## src/rtl/ptrs_resp_if.sv

```systemverilog
// Pointer-struct request/response bundle between the SRC controller FSM and ptrs_resp.
// Defining PTRS_STALL_CNT_EN adds the stall_cnt signal.
interface ptrs_resp_if #(
   parameter int DATA_ADDR_W = 6,
   parameter int COEF_ADDR_W = 8
);
   logic                   en;
   logic                   ptrs_req;
   logic                   new_in;
   logic                   req_complete;
   logic                   iw_valid;
   logic [DATA_ADDR_W-1:0] rd_ptr;
   logic [COEF_ADDR_W-1:0] coef_base;
   logic                   credit_ovf;
`ifdef PTRS_STALL_CNT_EN
   logic [15:0]            stall_cnt;
`endif

   modport master (
      output en, ptrs_req, new_in,
      input  req_complete, iw_valid, rd_ptr, coef_base, credit_ovf
`ifdef PTRS_STALL_CNT_EN
      , input stall_cnt
`endif
   );

   modport slave (
      input  en, ptrs_req, new_in,
      output req_complete, iw_valid, rd_ptr, coef_base, credit_ovf
`ifdef PTRS_STALL_CNT_EN
      , output stall_cnt
`endif
   );
endinterface

```

## src/rtl/ptrs_resp.sv

```systemverilog
// Pointer-struct responder: L/M phase accumulator plus input-sample credit tracking.
// Optional macro PTRS_STALL_CNT_EN adds a saturating count of invalid responses.
module ptrs_resp #(
   parameter int L           = 3,
   parameter int M           = 2,
   parameter int TAPS        = 16,
   parameter int DATA_ADDR_W = 6,
   parameter int COEF_ADDR_W = 8
) (
   input logic         clk,
   input logic         rst,
   ptrs_resp_if.slave  bus
);
   localparam int PH_W  = (L > 1) ? $clog2(L) : 1;
   localparam int ACC_W = $clog2(L + M) + 1;
   localparam int CR_W  = DATA_ADDR_W + 1;
   localparam logic [CR_W-1:0] CR_MAX = {1'b1, {DATA_ADDR_W{1'b0}}};

   typedef enum logic [1:0] {IDLE, CHECK, STEP, DONE} state_t;

   state_t                 state, state_n;
   logic [PH_W-1:0]        phase, phase_n;
   logic [ACC_W-1:0]       acc, acc_n;
   logic [CR_W-1:0]        need, need_n;
   logic [CR_W-1:0]        credit;
   logic                   primed;
   logic [DATA_ADDR_W-1:0] rd_q, rd_n;
   logic [COEF_ADDR_W-1:0] coef_q, coef_n;
   logic                   valid_q, valid_n;
   logic                   ovf_q;
   logic                   commit;
   logic                   sat;
   logic                   inc;
   logic [CR_W-1:0]        dec;

   always_comb begin
      state_n = state;
      phase_n = phase;
      acc_n   = acc;
      need_n  = need;
      rd_n    = rd_q;
      coef_n  = coef_q;
      valid_n = valid_q;
      commit  = 1'b0;
      if (bus.en) begin
         case (state)
            IDLE:  if (bus.ptrs_req) state_n = CHECK;
            CHECK: begin
               if (primed && (credit >= need)) begin
                  commit  = 1'b1;
                  rd_n    = rd_q + need[DATA_ADDR_W-1:0];
                  coef_n  = COEF_ADDR_W'(phase) * COEF_ADDR_W'(TAPS);
                  valid_n = 1'b1;
                  acc_n   = ACC_W'(phase) + ACC_W'(M);
                  need_n  = '0;
                  state_n = STEP;
               end else begin
                  valid_n = 1'b0;
                  state_n = DONE;
               end
            end
            // Repeated subtraction: one input sample consumed per branch wrap.
            STEP: begin
               if (acc >= ACC_W'(L)) begin
                  acc_n  = acc - ACC_W'(L);
                  need_n = need + 1'b1;
               end else begin
                  phase_n = PH_W'(acc);
                  state_n = DONE;
               end
            end
            DONE:    state_n = IDLE;
            default: state_n = IDLE;
         endcase
      end
   end

   always_ff @(posedge clk) begin
      if (rst) begin
         state   <= IDLE;
         phase   <= '0;
         acc     <= '0;
         need    <= '0;
         rd_q    <= '0;
         coef_q  <= '0;
         valid_q <= 1'b0;
      end else begin
         state   <= state_n;
         phase   <= phase_n;
         acc     <= acc_n;
         need    <= need_n;
         rd_q    <= rd_n;
         coef_q  <= coef_n;
         valid_q <= valid_n;
      end
   end

   // Credit runs regardless of en; the priming sample is address 0 and earns no credit.
   assign sat = (credit == CR_MAX);
   assign inc = bus.new_in && primed && !sat;
   assign dec = commit ? need : '0;

   always_ff @(posedge clk) begin
      if (rst) begin
         credit <= '0;
         primed <= 1'b0;
         ovf_q  <= 1'b0;
      end else begin
         credit <= credit + CR_W'(inc) - dec;
         if (bus.new_in) primed <= 1'b1;
         if (bus.new_in && primed && sat) ovf_q <= 1'b1;
      end
   end

   assign bus.req_complete = (state == DONE);
   assign bus.iw_valid     = valid_q;
   assign bus.rd_ptr       = rd_q;
   assign bus.coef_base    = coef_q;
   assign bus.credit_ovf   = ovf_q;

`ifdef PTRS_STALL_CNT_EN
   logic [15:0] stall_q;

   always_ff @(posedge clk) begin
      if (rst) begin
         stall_q <= '0;
      end else if (bus.en && (state == DONE) && !valid_q && (stall_q != '1)) begin
         stall_q <= stall_q + 16'd1;
      end
   end

   assign bus.stall_cnt = stall_q;
`endif
endmodule

```

## src/flat_wrapper.sv

```systemverilog
// flat-port wrapper written by rule: the top's interface ports become plain ports
module ptrs_resp_flat 
#(
   parameter int L           = 3,
   parameter int M           = 2,
   parameter int TAPS        = 16,
   parameter int DATA_ADDR_W = 6,
   parameter int COEF_ADDR_W = 8
)
  (clk, rst, bus_en, bus_ptrs_req, bus_new_in, bus_req_complete, bus_iw_valid, bus_rd_ptr, bus_coef_base, bus_credit_ovf);
  ptrs_resp_if #(.DATA_ADDR_W(DATA_ADDR_W), .COEF_ADDR_W(COEF_ADDR_W)) bus_i ();
  input logic clk;
  input logic rst;
  input wire logic [$bits(bus_i.en)-1:0] bus_en;
  input wire logic [$bits(bus_i.ptrs_req)-1:0] bus_ptrs_req;
  input wire logic [$bits(bus_i.new_in)-1:0] bus_new_in;
  output wire logic [$bits(bus_i.req_complete)-1:0] bus_req_complete;
  output wire logic [$bits(bus_i.iw_valid)-1:0] bus_iw_valid;
  output wire logic [$bits(bus_i.rd_ptr)-1:0] bus_rd_ptr;
  output wire logic [$bits(bus_i.coef_base)-1:0] bus_coef_base;
  output wire logic [$bits(bus_i.credit_ovf)-1:0] bus_credit_ovf;
  assign bus_i.en = bus_en;
  assign bus_i.ptrs_req = bus_ptrs_req;
  assign bus_i.new_in = bus_new_in;
  assign bus_req_complete = bus_i.req_complete;
  assign bus_iw_valid = bus_i.iw_valid;
  assign bus_rd_ptr = bus_i.rd_ptr;
  assign bus_coef_base = bus_i.coef_base;
  assign bus_credit_ovf = bus_i.credit_ovf;
  ptrs_resp #(.L(L), .M(M), .TAPS(TAPS), .DATA_ADDR_W(DATA_ADDR_W), .COEF_ADDR_W(COEF_ADDR_W)) u_core (.clk(clk), .rst(rst), .bus(bus_i));
endmodule
```

## config.mk

```make
export PLATFORM = sky130hd
export DESIGN_NAME = ptrs_resp_flat
export DESIGN_NICKNAME = d
export VERILOG_FILES = /design/src/rtl/ptrs_resp_if.sv /design/src/rtl/ptrs_resp.sv /design/src/flat_wrapper.sv
export SDC_FILE = /design/constraint.sdc
export NUM_CORES = 1
export LEC_CHECK = 0
export BUFFER_PORTS_ARGS = -buffer_cell sky130_fd_sc_hd__buf_2
export CELL_PAD_IN_SITES_DETAIL_PLACEMENT = 0
export CELL_PAD_IN_SITES_GLOBAL_PLACEMENT = 1
export CORE_ASPECT_RATIO = 0.6
export CORE_MARGIN = 10
export CORE_UTILIZATION = 48
export DETAILED_ROUTE_END_ITERATION = 8
export GPL_TIMING_DRIVEN = 0
export PLACE_DENSITY_LB_ADDON = 0.1
export SYNTH_ARGS = -nofsm -noshare
export SYNTH_HDL_FRONTEND = slang
export SYNTH_SLANG_ARGS = --single-unit
```

## constraint.sdc

```tcl
create_clock -name clk -period 8.7 [get_ports clk]
set_clock_uncertainty 0.15 [all_clocks]
set_input_delay 1.305 -clock clk [delete_from_list [all_inputs] [get_ports clk]]
set_output_delay 1.305 -clock clk [all_outputs]
set_load 0.02 [all_outputs]
```

Word level (Yosys, flattened, before mapping) --
Cells that the tools add are included.
Operators by class: add/sub/neg operators 6, mux-type cells 14, bitwise operators 1, equality and inequality tests 8, reductions and logical operators 12, magnitude comparators 2
Operators by type and width (count):
- $mux 7 | 3
- $pmux 7 s2 | 1
- $reduce_and 3->1 | 3
- $mux 4 | 2
- $pmux 2 s4 | 1
- $pmux 4 s2 | 1
- $add 7x1->7 | 1
- $add 7x1->7 const B | 1
- $eq 7x7->1 const B | 1
- $ge 7x7->1 | 1
- $sub 7x7->7 | 1
- $add 6x6->6 | 1
- $eq 2x2->1 const B | 2
- $ge 4x2->1 const B | 1
- $logic_and 1x1->1 | 4
- $mux 1 | 4
- $mux 2 | 2
- $ne 2x1->1 const B | 2
- $ne 2x2->1 const B | 2
- $reduce_and 4->1 | 1
- $sub 4x2->4 const B | 1
- $add 2x2->3 const B | 1
- $eq 2x1->1 const B | 1
- $logic_not 2->1 | 1
- other kinds (4) | 4
Storage, ports and cells: output and inout bits 17, input bits 5, flip-flop bits (word level) 33

Longest topological paths before layout --
Gate-level depths: netlist (run 1).
depth in word-level cells 7, depth in mapped cells 16

Worst setup path after synthesis (run 1) --
OpenSTA, ideal clock, no wires.
path type input to register, start point input port bus_en, end point register u_core.credit[6], setup time 70 ps, required time 8480 ps, path slack 4813 ps, arrival 3666 ps, cell stages on the path 13, cells stage by stage and2_1 > buf_1 > and3_1 > ha_1 > inv_1 > ha_1 > inv_1 > fa_1 > nor2b_1 > o31a_1 > o32ai_1 > or4_1 > a21oi_1
Between the ends: word-level cells in the longest chain between the ends 3
Ends and longest elaborated chain:
- start: declaration | RTL line flat_wrapper.sv:14 | input wire logic [$bits(bus_i.en)-1:0] bus_en;
- $mux 1 | RTL line ptrs_resp.sv:45 | if (bus.en) begin
- $mux 7 | RTL line ptrs_resp.sv:101 | assign dec = commit ? need : '0;
- $sub 7x7->7 | RTL line ptrs_resp.sv:109 | credit <= credit + CR_W'(inc) - dec;
- end signal: assignment | RTL line ptrs_resp.sv:109
- end: declaration | RTL line ptrs_resp.sv:25 | logic [CR_W-1:0] credit;
Every way passes these cells. A chain may end at the register's enable or synchronous reset.

Worst setup path after layout (run 1) --
start point register u_core.need[2], end point register u_core.credit[6]
Between the ends: word-level cells in the longest chain between the ends 7
Ends and longest elaborated chain:
- start: declaration | RTL line ptrs_resp.sv:24 | logic [CR_W-1:0] need, need_n;
- start signal: assignment | RTL line ptrs_resp.sv:91 | need <= need_n;
- $ge 7x7->1 | RTL line ptrs_resp.sv:49 | if (primed && (credit >= need)) begin
- $logic_and 1x1->1 | RTL line ptrs_resp.sv:49
- $mux 1 | RTL line ptrs_resp.sv:49
- $mux 1 | RTL line ptrs_resp.sv:46 | case (state)
- $mux 1 | RTL line ptrs_resp.sv:45
- $mux 7 * | RTL line ptrs_resp.sv:101
- $sub 7x7->7 * | RTL line ptrs_resp.sv:109
Every way passes the cells marked *; elsewhere a longest branch is shown, timed or not.

==> results of run 1 <==
[power by group]
group | leakage [uW] | switching, uW | total [uW] | internal (uW)
Sequential | 0.000268 | 11.1 | 173 | 162
Clock | 0.0000542 | 62.0 | 134 | 71.6
Combinational | 0.000725 | 104 | 178 | 73.9
[cell usage in the layout (no fill, tap or decap), types with 7 or more instances in the layout]
cell	instances
a21oi_1	23
nand2_1	14
nand3_1	10
dfxtp_1	33
buf_2	18
a211oi_1	8
o21ai_0	20
nor2b_1	7
ha_1	30
nor2_1	18
inv_1	16
clkbuf_8	7
[worst max-delay path: stages (launching register included)]
cell and delay [ns]:
dfxtp_1 0.49, inv_1 0.11, ha_1 0.28, nor3_1 0.05, o21bai_1 0.18, o31ai_1 0.83, and3_1 0.28, ha_1 0.22
inv_1 0.06, ha_1 0.17, inv_1 0.06, fa_1 0.37, nor2b_1 0.24, o31a_1 0.21, o32ai_1 0.11, or4_1 0.47
a21oi_1 0.15
[worst paths after layout]
path,end,cells past startpoint
worst max-delay path,u_core.credit[6]$_SDFF_PP0_,16
worst min-delay path,u_core.bus.coef_base[4]$_SDFFE_PP0P_,2
worst max register to register,u_core.credit[6]$_SDFF_PP0_,16
worst min register to register,u_core.bus.coef_base[4]$_SDFFE_PP0P_,2
[cells by family after synthesis]
family,synth area share [%]
other cells,0.162
fa+ha+maj,18.0
mux,0.921
compound gates,24.3
simple gates,20.5
flops,28.6
buf+inv,6.34
xor+xnor,1.14
[registers in the layout, summed over array words and instances (netlist names)]
register / count
u_core.acc: 4
u_core.primed: 1
u_core.credit: 7
u_core.bus.rd_ptr: 6
u_core.need: 7
u_core.bus.iw_valid: 1
u_core.phase: 2
u_core.state: 2
u_core.bus.credit_ovf: 1
u_core.bus.coef_base: 2
[layout make-up]
class,instances,area [sq um]
fill,438,2030
multi-input combinational,213,1520
sequential,33,661
clock buffer,7,96.3
buffer,16,86.3
tap,63,78.8
timing repair buffer,15,75.1
inverter,16,60.1
clock inverter,1,5.00
[layer usage]
metal | up-vias | wire length (microns) | global-route usage (%)
met1 | 951 | 3320 | 23.7
met2 | 58 | 2200 | 19.7
met4 | 0 | 62 | 4.74
met5 | - | 0 | 0
li1 | 1055 | - | -
met3 | 8 | 450 | 4.63
[per-stage QoR]
| step | hold slack [ns] | power [uW] |
|---|---|---|
| 3_3_place_gp | 0.296 | 350 |
| 6_report | 0.336 | 485 |
| 3_5_place_dp | 0.315 | 351 |
| 2_1_floorplan | 0.302 | 308 |
| 5_1_grt | 0.368 | 516 |
| 4_1_cts | 0.333 | 485 |
==> flow_summary.toml, run 1 <==
[placed_design]
post-place-cells = 356
pre_cts_ws_ns = 4.21
gp_congestion = 0.845
portBuffers = 15
dp_hpwl_mm = 4.56
place_area_sq_um = 2480

[logic_synthesis]
syn_inst = 273
synth-seq-cells = 33
synthTopCellsByCount = "dfxtp_1 (33), ha_1 (30), a21oi_1 (23), o21ai_0 (20), nor2_1 (18)"
synth_cell_types = 53
synth_flop_cell = "dfxtp_1"
seq_area_frac_synth_pct = 28.6
synthMostInstantiatedCell = "dfxtp_1"
synthArstFlopShare_pct = 0
netlist_area_sq_um = 2310
synth_warnings = 0
syn_avg_cell_area_sq_um = 8.46
synth_area_leaders = "dfxtp_1 (29%), ha_1 (16%), a21oi_1 (5.0%)"
synth_top_area_share_pct = 28.6
synth-edff-count = 0
synth_top_area_cell = "dfxtp_1"

[run]
cap_viol_max_count = 0

[critical_path]
end_kind = "flip-flop"
cp-startpoint = "u_core.need[2]$_SDFFE_PP0P_"
r2r-start = "u_core.need[2]$_SDFFE_PP0P_"
start_kind = "flip-flop"
ff2ff_setup_slack_ns = 4.20
critical_path_class = "flip-flop to flip-flop"
worstPathMaxFanout = 7
cp.arrival_ns = 4.57
critPathRequiredTime_ns = 8.77

[clocking]
htreeDepth = 2
post_cts_resized = 0
cts_buffer_depth = 2
post-cts-setup-buffer-count = 0
cts_buffers = 5
clkLatencyLatePin_ns = 0.29
cts.sinks = 33
clockRootBuffer = "clkbuf_8"
hold_buffers = 0
cts_tree = "done"
clk_pin_slew_worst_paths_ns = 0.07

[die]
start_util_pct = 50.1
ios = 22
dieArea_sq_um = 8070
core-area_sq_um = 4610
die_w_microns = 110
rows = 19
die_h_microns = 73.7

[drt]
dr.pass1.iters = 4
routed_wirelength_mm = 6.03
wl_per_cell_microns = 16.6
first_iter_violations = 141
ant_nets = 0
drc_errors = 0
vias = 2072
vias_per_cell = 5.69

[timing]
max_freq_mhz = 222
tightest_slew_ns = 1.02
min_period_ns = 4.50
finalWorstSetupSlack_ns = 4.20
slew-limit-headroom_pct = 31.3
hold_violations = 0
final-setup-viol-count = 0
slew_viol_final = 0
rsz0062_at_grt = "false"
fin_tns_setup_ns = 0
fin_crit_sh_pct = 51.7

[global_route]
track_usage_pct = 15.6
grt_pass1_vias = 1890
antenna_found_initial = 0
overflow = 0
grt_pass1_wl_mm = 9.78
grt_max_degree = 11

[hold_path]
min_path_type = "flip-flop to flip-flop"
hold_start = "u_core.bus.coef_base[4]$_SDFFE_PP0P_"

[finish]
stdcell_area_sq_um = 2580
syn_to_final_growth_pct = 11.9
insertedDiodeCount = 0
final_util_pct = 56.0
final_cells = 364
nets = 337
drive_gt1_share_pct = 13.6

[pwr]
ir_worst_vdd_mv = 0.0941
powerDensity_nw_per_um2 = 188
power_leakage_uw = 0.00105

[status]
outcome = "complete, no violations"
Note: power is estimated with default switching activity, not from simulation.
==> inputs of run 2 (changes only) <==
CORE_UTILIZATION = 45   (was 48)
clock period = 4.3 ns   (was 8.7 ns; I/O delays follow)
==> run 2 against run 1 <==
Compared with the run above:
- sequential share of layout area about the same
- sequential power up 100%
- cell count up 0.82%
- clock power up 65%
- register-to-register slack worse by 3.9 ns
- worst hold slack worse by 0.0079 ns
- combinational power up 120%
- non-clock buffer count up 2
- critical endpoint unchanged
- highest routed layer unchanged
==> flow_summary.toml, run 2 (synthesized netlist as in run 1, its figures left out) <==
[drt]
wl_per_cell_microns = 16.8
dr.pass1.iters = 4
vias_per_cell = 5.68
routed_wirelength_mm = 6.17
first_iter_violations = 149
vias = 2084
ant_nets = 0
drc_errors = 0

[clocking]
clockRootBuffer = "clkbuf_8"
clk_pin_slew_worst_paths_ns = 0.07
htreeDepth = 2
cts_tree = "done"
cts.sinks = 33
cts_buffers = 5
hold_buffers = 0
clkLatencyLatePin_ns = 0.28
cts_buffer_depth = 2

[die]
die_h_microns = 75.5
core-area_sq_um = 5000
ios = 22
start_util_pct = 46.1
rows = 20
die_w_microns = 112
dieArea_sq_um = 8490

[pwr]
ir_worst_vdd_mv = 0.171
power_leakage_uw = 0.00105
powerDensity_nw_per_um2 = 367

[global_route]
grt_pass1_wl_mm = 10.2
antenna_found_initial = 0
grt_max_degree = 11
grt_pass1_vias = 1959
overflow = 0
track_usage_pct = 14.9

[timing]
hold_violations = 0
final-setup-viol-count = 0
slew_viol_final = 0
tightest_slew_ns = 0.655
min_period_ns = 4.04
finalWorstSetupSlack_ns = 0.257
fin_crit_sh_pct = 94.0
max_freq_mhz = 247
slew-limit-headroom_pct = 56.3

[hold_path]
hold_path_depth = 2
min_path_type = "flip-flop to flip-flop"
hold_path_end = "u_core.bus.credit_ovf$_SDFFE_PP0P_"
hold_start = "u_core.bus.credit_ovf$_SDFFE_PP0P_"

[critical_path]
critical_path_class = "flip-flop to flip-flop"
critPathRequiredTime_ns = 4.37
worst_r2r_endpoint = "u_core.credit[6]$_SDFF_PP0_"
worstPathMaxFanout = 10
ff2ff_setup_slack_ns = 0.26
end_kind = "flip-flop"
reg2regPathDepth = 14
r2r-start = "u_core.need[1]$_SDFFE_PP0P_"
start_kind = "flip-flop"
cp.arrival_ns = 4.11

[placed_design]
dp_hpwl_mm = 4.69
pre_cts_ws_ns = -0.115
gp_congestion = 0.835
portBuffers = 15
post-place-cells = 359

[finish]
insertedDiodeCount = 0
final_cells = 367
layout_commonest_cell = "ha_1"
syn_to_final_growth_pct = 12.9
layout_common_cells = "ha_1 (30), dfxtp_1 (28), a21oi_1 (23)"
nets = 339
drive_gt1_share_pct = 16.6

[status]
outcome = "complete, no violations"

[run]
cap_viol_max_count = 0
==> run 2: layer usage <==
layer | global-route usage [%] | vias to the layer above | share of wire (%)
met4 | 2.80 | 0 | 0.44
met3 | 5.35 | 5 | 9.3
met5 | 0 | - | 0
li1 | - | 1050 | -
met1 | 22.3 | 960 | 53
met2 | 19.4 | 69 | 38
==> run 2: report_power, final <==
group          switching (uW)  internal [uW]  total (uW)
Combinational             220            164         384
Clock                     114            107         221
Sequential               22.0            328         350
==> run 2: what timing repair did <==
item / in CTS / in global routing
setup buffers: 1 / 1
endpoints found under the setup margin: 1 / 1
pin swaps: 1 / 0
gates cloned: 0 / 0
gates resized for setup: 3 / 10
==> run 2: per-stage QoR <==
stage	TNS (ns)	util [%]	hold slack [ns]	total power (uW)	cell area [sq um]
3_5_place_dp	-0.115	49.7	0.313	712	2480
4_1_cts	0	51.4	0.330	942	2570
6_report	0	52.1	0.328	955	2610
5_1_grt	-0.0138	52.1	0.371	1030	2610
3_3_place_gp	-0.0840	49.7	0.298	708	2480
2_1_floorplan	0	-	0.302	624	2330
==> run 2: worst max-delay path, stage by stage, from the launching register on <==
cell,delay [ns]
dfxtp_2,0.41
inv_1,0.13
ha_1,0.34
a2111oi_4,0.41
o31a_1,0.26
buf_4,0.23
nor2_4,0.08
nand2_1,0.09
ha_1,0.22
ha_1,0.32
nor2b_2,0.18
o31a_1,0.27
a31o_2,0.25
or4_1,0.49
a21oi_1,0.15
==> run 2: worst max path at each step <==
stage / start / endpoint / slack [ns] / depth (start not counted)
3_3_place_gp: u_core.need[1]$_SDFFE_PP0P_ / u_core.credit[6]$_SDFF_PP0_ / -0.08 / 15
4_1_cts: u_core.need[1]$_SDFFE_PP0P_ / u_core.credit[6]$_SDFF_PP0_ / 0.01 / 16
3_5_place_dp: u_core.need[1]$_SDFFE_PP0P_ / u_core.credit[6]$_SDFF_PP0_ / -0.11 / 15
2_1_floorplan: u_core.need[5]$_SDFFE_PP0P_ / u_core.credit[6]$_SDFF_PP0_ / 0.51 / 15
5_1_grt: u_core.need[1]$_SDFFE_PP0P_ / u_core.credit[6]$_SDFF_PP0_ / -0.01 / 16
6_report: u_core.need[1]$_SDFFE_PP0P_ / u_core.credit[6]$_SDFF_PP0_ / 0.26 / 14
==> run 2: cell type report <==
type,instances,area (sq um)
inverter,16,60.1
clock buffer,5,68.8
clock inverter,1,5.00
buffer,16,88.8
multi-input combinational,213,1540
timing repair buffer,17,90.1
tap,66,82.6
fill,497,2400
sequential,33,667
==> inputs of run 3 (changes only) <==
CORE_UTILIZATION = 46   (was 45)
CTS_BUF_LIST = sky130_fd_sc_hd__clkbuf_4 sky130_fd_sc_hd__clkbuf_8   (was unset)
CTS_CLUSTER_SIZE = 24   (was unset)
==> run 3 against run 2 <==
Compared with the run above:
- routed wire length increased by 1.1%
- design area rose by 0.82%
- non-clock buffer count stayed put
- die area fell by 1.7%
- core utilization rose by 3.7 points
- critical endpoint unchanged
- largest cell class unchanged
==> flow_summary.toml, run 3 (synthesized netlist as in run 1, its figures left out) <==
[status]
outcome = "complete, no violations"

[clocking]
cts_buffers = 5
clk_pin_slew_worst_paths_ns = 0.07
clkLatencyLatePin_ns = 0.29
hold_buffers = 0
cts.sinks = 33
clockRootBuffer = "clkbuf_8"
cts_buffer_depth = 2
htreeDepth = 2
cts_tree = "done"

[global_route]
overflow = 0
grt_pass1_wl_mm = 10.4
grt_pass1_vias = 1956
antenna_found_initial = 0
track_usage_pct = 15.4
grt_max_degree = 11

[timing]
min_period_ns = 4.12
fin_crit_sh_pct = 95.9
fin_tns_setup_ns = 0
slew_viol_final = 0
max_freq_mhz = 243
slew-limit-headroom_pct = 56.2
finalWorstSetupSlack_ns = 0.177
final-setup-viol-count = 0
hold_violations = 0
tightest_slew_ns = 0.656

[drt]
drc_errors = 0
routed_wirelength_mm = 6.24
vias = 2091
dr.pass1.iters = 5
ant_nets = 0
wl_per_cell_microns = 17.1
vias_per_cell = 5.71
first_iter_violations = 184

[critical_path]
critPathMaxStageDelay_ns = 0.48
crit_chain = "inv_1 -> ha_1 -> a2111oi_4 -> buf_4 -> o31ai_4 -> and3_1 -> ha_1 -> inv_1 -> ha_1 -> inv_1 -> fa_1 -> nor2b_2 -> o31a_1 -> o32ai_1 -> or4_1 -> a21oi_1"
path_buf_inv = 4
worstPathMaxFanout = 7
start_kind = "flip-flop"
end_kind = "flip-flop"
r2r-start = "u_core.need[1]$_SDFFE_PP0P_"
slowest_stage = "or4_1"
critical_path_class = "flip-flop to flip-flop"
critPathRequiredTime_ns = 4.37
cp-startpoint = "u_core.need[1]$_SDFFE_PP0P_"
cp.arrival_ns = 4.19
cp_top_family = "adder cells"

[finish]
fillers = 451
nets = 339
layout_common_cells = "ha_1 (30), dfxtp_1 (30), a21oi_1 (23)"
drive_gt1_share_pct = 16.2
insertedDiodeCount = 0
syn_to_final_growth_pct = 13.8

[placed_design]
pre_cts_ws_ns = -0.192
portBuffers = 15
dp_hpwl_mm = 4.67
gp_congestion = 0.783

[hold_path]
hold_start = "u_core.bus.credit_ovf$_SDFFE_PP0P_"
min_path_type = "flip-flop to flip-flop"

[run]
cap_viol_max_count = 0

[die]
die_w_microns = 111
rows = 19
core-area_sq_um = 4710
dieArea_sq_um = 8340
ios = 22
die_h_microns = 74.9
start_util_pct = 49.0

[pwr]
report.power.total_uw = 1000
powerDensity_nw_per_um2 = 381
power_leakage_uw = 0.00106
ir_worst_vdd_mv = 0.206
==> run 3: changes by cell type in the layout (fill, tap and decap cells not counted), sizes merged <==
cell / delta
buf: -1
clkbuf: +3
==> run 3: cell type report <==
class                      count  area [sq um]  area share, %
multi-input combinational    213          1540           58.8
sequential                    33           664           25.3
clock buffer                   7          96.3           3.67
timing repair buffer          17          90.1           3.43
buffer                        16          88.8           3.38
tap                           63          78.8           3.00
inverter                      16          60.1           2.29
clock inverter                 1          5.00          0.190
==> run 3: layer usage <==
metal	global-route usage [%]	share of wire [%]	vias up
li1	-	-	1059
met5	0	0	-
met3	4.84	10	5
met2	19.4	37	84
met1	23.8	53	943
met4	2.98	0.38	0
==> run 3: where the power goes <==
part           total [uW]  switching [uW]  internal (uW)
combinational         387             223            164
sequential            351            22.7            328
clock                 263             119            145
==> run 3: worst register-to-register path, delay by kind of cell, from the launching register on <==
kind | cells | cell delay (ns)
buffers and inverters | 4 | 0.48
AO/OA/AOI/OAI | 5 | 0.99
adder cells (fa/ha/maj) | 4 | 1.17
AND/OR/NAND/NOR | 3 | 0.87
flip-flops | 1 | 0.41
==> run 3: metrics by stage <==
stage                     util, %  std cells  cell area, sq um  hold slack, ns
after floorplan                 -        278              2330           0.302
after detailed placement     52.7        356              2480           0.312
after CTS                    55.2        364              2600           0.329
final                        55.8        366              2630           0.324
after global placement       52.7        356              2480           0.295
after global routing         55.8        366              2630           0.350
==> run 3: what timing repair did <==
item	in CTS	in global routing
setup buffers	0	2
resized for setup	4	5
pin swaps	0	2
setup endpoints to repair	1	1
==> run 3: path summary, 6_finish.rpt <==
kind	endpoint	slack, ns	depth (start not counted)
setup reg to reg	u_core.credit[6]$_SDFF_PP0_	0.18	16
setup / recovery	u_core.credit[6]$_SDFF_PP0_	0.18	16
hold / removal	u_core.bus.credit_ovf$_SDFFE_PP0P_	0.32	2
hold reg to reg	u_core.bus.credit_ovf$_SDFFE_PP0P_	0.32	2
